===== src/rtl/fir_pkg.sv =====
// fir_pkg: shared definitions for the FIR frame sequencer.
//   fir_state_e  - sequencer state encoding
//   flush_lines  - flush lines needed to drain TAP_NUMS vertical taps
//   H_MIN/V_MIN  - smallest legal frame dimensions
package fir_pkg;

    typedef enum logic [2:0] {
        ST_IDLE   = 3'd0,
        ST_ACTIVE = 3'd1,
        ST_GAP    = 3'd2,
        ST_FLUSH  = 3'd3,
        ST_DONE   = 3'd4
    } fir_state_e;

    localparam int H_MIN = 2;
    localparam int V_MIN = 1;

    // Lines still owed by the vertical window after the last input line.
    function automatic int flush_lines(input int taps);
        return (taps - 1) / 2;
    endfunction

endpackage


===== src/rtl/fir_raster_cnt.sv =====
// fir_raster_cnt: raster position counters for the frame sequencer.
//   clear_i    - zero all counters (accepted frame start)
//   advance_i  - one pixel consumed by the line buffer this cycle
//   gap_i      - sequencer is in an inter-line gap this cycle
//   h_size_i   - latched pixels per line
//   v_size_i   - latched input lines per frame
//   line_idx_o - current line index, flush lines included
//   eol_o      - this advance completes the line
//   gap_done_o - last cycle of the gap (qualify with gap state)
//   img_end_o  - all input lines have been consumed
//   eof_o      - all input and flush lines have been consumed
module fir_raster_cnt #(
    parameter int LINE_CNT    = 12,
    parameter int GAP_CYCLES  = 2,
    parameter int FLUSH_LINES = 1
) (
    input  logic                clk,
    input  logic                rst,
    input  logic                clear_i,
    input  logic                advance_i,
    input  logic                gap_i,
    input  logic [LINE_CNT-1:0] h_size_i,
    input  logic [LINE_CNT-1:0] v_size_i,
    output logic [LINE_CNT-1:0] line_idx_o,
    output logic                eol_o,
    output logic                gap_done_o,
    output logic                img_end_o,
    output logic                eof_o
);

    localparam int GW  = (GAP_CYCLES > 2) ? $clog2(GAP_CYCLES) : 1;
    localparam int LW1 = LINE_CNT + 1;

    logic [LINE_CNT-1:0] pix_cnt_q, pix_cnt_d;
    logic [LINE_CNT-1:0] line_idx_q, line_idx_d;
    logic [GW-1:0]       gap_cnt_q, gap_cnt_d;

    assign eol_o      = advance_i && (pix_cnt_q == h_size_i - LINE_CNT'(1));
    assign gap_done_o = (gap_cnt_q == '0);
    assign img_end_o  = (line_idx_q >= v_size_i);
    // One extra bit so v_size + FLUSH_LINES cannot wrap at the top of the range.
    assign eof_o      = ({1'b0, line_idx_q} >= ({1'b0, v_size_i} + LW1'(FLUSH_LINES)));
    assign line_idx_o = line_idx_q;

    always_comb begin
        pix_cnt_d  = pix_cnt_q;
        line_idx_d = line_idx_q;
        gap_cnt_d  = gap_cnt_q;
        if (clear_i) begin
            pix_cnt_d  = '0;
            line_idx_d = '0;
            gap_cnt_d  = '0;
        end else begin
            if (eol_o) begin
                pix_cnt_d  = '0;
                line_idx_d = line_idx_q + LINE_CNT'(1);
                // Down-counter preloaded so the gap lasts exactly GAP_CYCLES.
                gap_cnt_d  = GW'(GAP_CYCLES - 1);
            end else if (advance_i) begin
                pix_cnt_d  = pix_cnt_q + LINE_CNT'(1);
            end
            if (gap_i && gap_cnt_q != '0) begin
                gap_cnt_d = gap_cnt_q - GW'(1);
            end
        end
    end

    always_ff @(posedge clk) begin
        if (rst) begin
            pix_cnt_q  <= '0;
            line_idx_q <= '0;
            gap_cnt_q  <= '0;
        end else begin
            pix_cnt_q  <= pix_cnt_d;
            line_idx_q <= line_idx_d;
            gap_cnt_q  <= gap_cnt_d;
        end
    end

endmodule


===== src/rtl/fir_frame_sequencer.sv =====
// fir_frame_sequencer: frame scheduler in front of the 2D FIR line-buffer
// controller. Streams raster pixels into the controller, inserts gaps after
// each line so its write-back pipeline drains, injects flush lines after the
// last input line and pulses done_o when the frame is complete.
//   start_i/h_size_i/v_size_i - frame start and sizes (sampled in IDLE)
//   s_valid_i/s_data_i/s_ready_o - input pixel handshake
//   lb_*         - line-buffer controller drive (combinational from state)
//   line_idx_o   - current line, flush lines included
//   busy_o/done_o/cfg_err_o - status; done_o and cfg_err_o are 1-cycle pulses
module fir_frame_sequencer
    import fir_pkg::*;
#(
    parameter int                  DATA_WIDTH  = 8,
    parameter int                  LINE_CNT    = 12,
    parameter int                  TAP_NUMS    = 3,
    parameter int                  GAP_CYCLES  = 2,
    parameter logic [DATA_WIDTH-1:0] FLUSH_VALUE = '0
) (
    input  logic                  clk,
    input  logic                  rst,
    input  logic                  start_i,
    input  logic [LINE_CNT-1:0]   h_size_i,
    input  logic [LINE_CNT-1:0]   v_size_i,
    input  logic                  s_valid_i,
    input  logic [DATA_WIDTH-1:0] s_data_i,
    output logic                  s_ready_o,
    output logic                  lb_ce_o,
    output logic [DATA_WIDTH-1:0] lb_pixel_o,
    output logic                  lb_first_ln_o,
    output logic                  lb_rd_en_o,
    output logic [LINE_CNT-1:0]   lb_h_size_o,
    output logic [LINE_CNT-1:0]   line_idx_o,
    output logic                  busy_o,
    output logic                  done_o,
    output logic                  cfg_err_o
);

    localparam int FLUSH_LINES = flush_lines(TAP_NUMS);

    fir_state_e          state_q, state_d;
    logic [LINE_CNT-1:0] h_size_q, h_size_d;
    logic [LINE_CNT-1:0] v_size_q, v_size_d;
    logic                cfg_err_q, cfg_err_d;

    logic start_ok, clear, advance, in_gap;
    logic eol, gap_done, img_end, eof;

    assign start_ok = (h_size_i >= LINE_CNT'(H_MIN)) && (v_size_i >= LINE_CNT'(V_MIN));
    assign in_gap   = (state_q == ST_GAP);
    // Flush lines feed the controller every cycle; input lines only on beats.
    assign advance  = (state_q == ST_FLUSH) || ((state_q == ST_ACTIVE) && s_valid_i);
    assign clear    = (state_q == ST_IDLE) && start_i && start_ok;

    fir_raster_cnt #(
        .LINE_CNT   (LINE_CNT),
        .GAP_CYCLES (GAP_CYCLES),
        .FLUSH_LINES(FLUSH_LINES)
    ) u_cnt (
        .clk       (clk),
        .rst       (rst),
        .clear_i   (clear),
        .advance_i (advance),
        .gap_i     (in_gap),
        .h_size_i  (h_size_q),
        .v_size_i  (v_size_q),
        .line_idx_o(line_idx_o),
        .eol_o     (eol),
        .gap_done_o(gap_done),
        .img_end_o (img_end),
        .eof_o     (eof)
    );

    always_comb begin
        state_d   = state_q;
        h_size_d  = h_size_q;
        v_size_d  = v_size_q;
        cfg_err_d = 1'b0;
        case (state_q)
            ST_IDLE: begin
                if (start_i) begin
                    if (start_ok) begin
                        state_d  = ST_ACTIVE;
                        h_size_d = h_size_i;
                        v_size_d = v_size_i;
                    end else begin
                        cfg_err_d = 1'b1;
                    end
                end
            end
            ST_ACTIVE, ST_FLUSH: begin
                if (eol) state_d = ST_GAP;
            end
            ST_GAP: begin
                if (gap_done) begin
                    if (!img_end)  state_d = ST_ACTIVE;
                    else if (!eof) state_d = ST_FLUSH;
                    else           state_d = ST_DONE;
                end
            end
            ST_DONE: state_d = ST_IDLE;
            default: state_d = ST_IDLE;
        endcase
    end

    always_ff @(posedge clk) begin
        if (rst) begin
            state_q   <= ST_IDLE;
            h_size_q  <= '0;
            v_size_q  <= '0;
            cfg_err_q <= 1'b0;
        end else begin
            state_q   <= state_d;
            h_size_q  <= h_size_d;
            v_size_q  <= v_size_d;
            cfg_err_q <= cfg_err_d;
        end
    end

    // Status decoded from registered state only (no path from s_valid_i).
    assign s_ready_o   = (state_q == ST_ACTIVE);
    assign busy_o      = (state_q != ST_IDLE);
    assign done_o      = (state_q == ST_DONE);
    assign cfg_err_o   = cfg_err_q;
    assign lb_h_size_o = h_size_q;

    always_comb begin
        lb_ce_o       = 1'b0;
        lb_pixel_o    = '0;
        lb_first_ln_o = 1'b0;
        case (state_q)
            ST_ACTIVE: begin
                lb_ce_o       = s_valid_i;
                lb_pixel_o    = s_data_i;
                lb_first_ln_o = (line_idx_o == '0);
            end
            ST_FLUSH: begin
                lb_ce_o       = 1'b1;
                lb_pixel_o    = FLUSH_VALUE;
                // A single-line frame treats every line, flush included, as first.
                lb_first_ln_o = (v_size_q == LINE_CNT'(1));
            end
            default: ;
        endcase
    end

    assign lb_rd_en_o = lb_ce_o & ~lb_first_ln_o;

endmodule

===== config.mk =====
export PLATFORM = sky130hd
export DESIGN_NAME = fir_frame_sequencer
export DESIGN_NICKNAME = d
export VERILOG_FILES = /design/src/rtl/fir_pkg.sv /design/src/rtl/fir_raster_cnt.sv /design/src/rtl/fir_frame_sequencer.sv
export SDC_FILE = /design/constraint.sdc
export NUM_CORES = 1
export LEC_CHECK = 0
export ABC_AREA = 1
export CAP_MARGIN = 20
export CORE_MARGIN = 2
export CORE_UTILIZATION = 35
export CTS_CLUSTER_SIZE = 8
export DETAILED_ROUTE_END_ITERATION = 8
export GPL_TIMING_DRIVEN = 0
export SLEW_MARGIN = 25
export SYNTH_ARGS = -nofsm -noshare
export SYNTH_HDL_FRONTEND = slang
export SYNTH_SLANG_ARGS = --single-unit

===== constraint.sdc =====
create_clock -name clk -period 4.2 [get_ports clk]
set_input_delay 0.42 -clock clk [delete_from_list [all_inputs] [get_ports clk]]
set_output_delay 0.42 -clock clk [all_outputs]
set_load 0.01 [all_outputs]

==> results_dict.tcl <==
set metrics [dict create \
    wirelength_met1_um 5000 \
    grt_max_degree 15 \
    drtIter0Drc 136 \
    top_layer "met4" \
    grt_pass1_vias 3598 \
    synth-seq-area-share_pct 28.8 \
    crit_path_cell_trace "inv_1, nor4_1, nand3_1, inv_1, nand3_1, xor2_1, ha_1, nand2_1, inv_1, a221oi_1, nand2_1, nand3_1, nand2_1, nand2_1, nor2_1, nor2_1" \
    final.period_utilization_pct 67.7 \
    ctsHoldBuffers 0 \
    yosysMostFrequentCell "nand2_1" \
    switching_share_pct 45.1 \
    yosys-top-cells-area "dfxtp_1, nand2_1, ha_1" \
    clock_sinks 53 \
    worstPathMaxFanout 4 \
    die_x_um 107 \
    finalSetupViolations 0 \
    rsz0062_at_grt "false" \
    clockBufferDepth 2 \
    synth_commonest_cells "nand2_1, inv_1, nor2_1, dfxtp_1, a21oi_1" \
    vdd_drop_max_uv 214 \
    netlist.top_cell.by_area "dfxtp_1" \
    routed-wl-met2_um 4580 \
    async_reset_ff_share_pct 0 \
    cts_tree "yes" \
    post_cts_resized 0 \
    synthCells 550 \
    fin_crit_ns 2.84 \
    antenna_found_initial 0 \
    dp_hpwl_um 8280 \
    grt_usage_pct 18.8 \
    vias 3764 \
    clock_latency_ns 0.31 \
    drt_pass1_iterations 4 \
    p_seq_share_pct 32.3 \
    postCtsSetupBuffers 0 \
    tns_ns 0 \
    rows 37 \
    dpl_cell_area_mm2 0.00459 \
    wl_met3_um 473 \
    skew_ns 0.00616 \
    gp_congestion 0.866 \
    die_area_mm2 0.0114 \
    antenna_cells 0 \
    p_comb_share_pct 53.7 \
    grt_pass1_wl_um 17300 \
    hold_class "flop to flop" \
    start_kind "flop" \
    fin_cells 767 \
    ant_nets 0 \
    worst-path-buf-inv 3 \
    htree_num_levels 2 \
    switchingPower_w 0.000954 \
    holdWs_ns 0.462 \
    p_clk_share_pct 14.1 \
    arrival_ns 3.10 \
    drt_wl_total_um 10200 \
    tightest_slew_ns 0.519 \
    synth_edf_count 0 \
    relSlewSlack_pct 65.1 \
    wl_per_cell_um 13.2 \
    p_leak_nw 1.95 \
    slowest_delay_ns 0.50 \
    status "completed" \
    cp_slowest_cell "nor4_1" \
    drc 0 \
    cts_buffers 5 \
    start_util_pct 35.8 \
    fmax_mhz 352 \
    synth_cell_types 30 \
    path_class "flop to flop" \
    path_common_cell "nand2_1" \
    ys.flop_type "dfxtp_1" \
    ys_ff_latch 53 \
    gr-total-overflow 0 \
    synthToLayoutAreaGrowth_pct 27.1 \
    slew_violations 0 \
    power_density_mw_per_mm2 452 \
    hold_viol_final 0 \
    die_h_um 107 \
    p_int_w 0.00116 \
    coreArea_mm2 0.0103 \
    drv_cap 0 \
    cp_top_family "simple AND/OR/NAND/NOR gates" \
    clk_pin_slew_ns 0.09 \
    io_buffers 74 \
    avgSynthCellArea_um2 6.69 \
    ios 75 \
    required_ns 4.46 \
    endpoint_kind "flop" \
    cts-root-buf "clkbuf_8" \
    fillers 1063 \
    yosysWarnings 0 \
    syn_area_mm2 0.00368 \
    layout.nets 697 \
    synth.top_cell.area_share_pct 28.8 \
    dp.cells 760 \
    syn-num-nets 616 \
    final_area_mm2 0.00468 \
    drive_gt1_share_pct 4.28 \
    vias_per_cell 4.91 \
]
final cells by class:
| type | count | area, µm² | area share, % |
|---|---|---|---|
| well taps | 136 | 170 | 3.64 |
| inverters | 78 | 293 | 6.26 |
| plain buffers | 10 | 41.3 | 0.883 |
| flip-flops and latches | 53 | 1060 | 22.7 |
| clock buffers | 7 | 86.3 | 1.85 |
| repair buffers | 74 | 741 | 15.8 |
| multi-input cells | 409 | 2290 | 48.9 |
cells in the final DEF, fill, tap and decap left out, types with 2 or more instances in the layout:
cell type / synthesis / layout
nand2_1: 111 / 111
inv_1: 75 / 75
clkdlybuf4s50_1: 0 / 74
nor2_1: 58 / 58
dfxtp_1: 53 / 53
a21oi_1: 43 / 43
nand3_1: 35 / 35
o21ai_0: 31 / 31
ha_1: 30 / 30
xor2_1: 29 / 29
nor3_1: 20 / 20
nand4_1: 14 / 14
nor4_1: 11 / 11
clkbuf_1: 7 / 8
clkbuf_8: 0 / 6
xnor2_1: 3 / 3
nor3_2: 3 / 3
inv_2: 3 / 3
nand3_2: 3 / 3
buf_2: 3 / 3
or2_2: 3 / 3
nor2_4: 2 / 2
nor2_2: 2 / 2
nand3b_1: 2 / 2
nor3b_1: 2 / 2
power by group through the flow:
stage	Clock, W	Combinational (W)	Sequential [W]
after floorplan	0	0.000737	0.000682
after global placement	0	0.00110	0.000691
after detailed placement	0	0.00113	0.000692
after CTS	0.000309	0.00114	0.000680
after global routing	0.000329	0.00130	0.000694
final	0.000297	0.00114	0.000682
sequential cells by signal, indices dropped and copies added, names as in the netlist:
name and cells:
lb_h_size_o 12, v_size_q 12, state_q 3, cfg_err_o 1, u_cnt.line_idx_o 12, u_cnt.pix_cnt_q 12, u_cnt.gap_cnt_q 1
worst paths after layout:
path                                      from                           end  slack (ns)  cells past startpoint
setup reg to reg      v_size_q[0]$_SDFFE_PP0P_       state_q[0]$_SDFFE_PP0P_        1.36                     16
hold / removal    u_cnt.gap_cnt_q$_SDFFE_PP0P_  u_cnt.gap_cnt_q$_SDFFE_PP0P_        0.46                      1
setup / recovery      v_size_q[0]$_SDFFE_PP0P_       state_q[0]$_SDFFE_PP0P_        1.36                     16
hold reg to reg   u_cnt.gap_cnt_q$_SDFFE_PP0P_  u_cnt.gap_cnt_q$_SDFFE_PP0P_        0.46                      1
layer usage:
layer  global-route usage [%]  vias to the layer above
li1                         -                     1961
met1                     26.2                     1716
met2                     30.0                       81
met3                     3.43                        6
met4                     4.64                        0
met5                        0                        -
kinds of logic after synthesis:
family	share of synthesized area [%]
simple gates	33.7
buf+inv	9.08
compound gates	10.6
flops	28.8
xor+xnor	7.61
fa+ha+maj	10.2
metrics by stage:
step | setup WS (ns) | utilization (%) | total power [W]
2_1_floorplan | 1.83 | - | 0.00142
3_3_place_gp | 1.44 | 44.7 | 0.00179
3_5_place_dp | 1.38 | 44.7 | 0.00182
4_1_cts | 1.36 | 45.5 | 0.00213
5_1_grt | 1.07 | 45.5 | 0.00232
6_report | 1.36 | 45.5 | 0.00212
(Power assumes the default switching activity.)
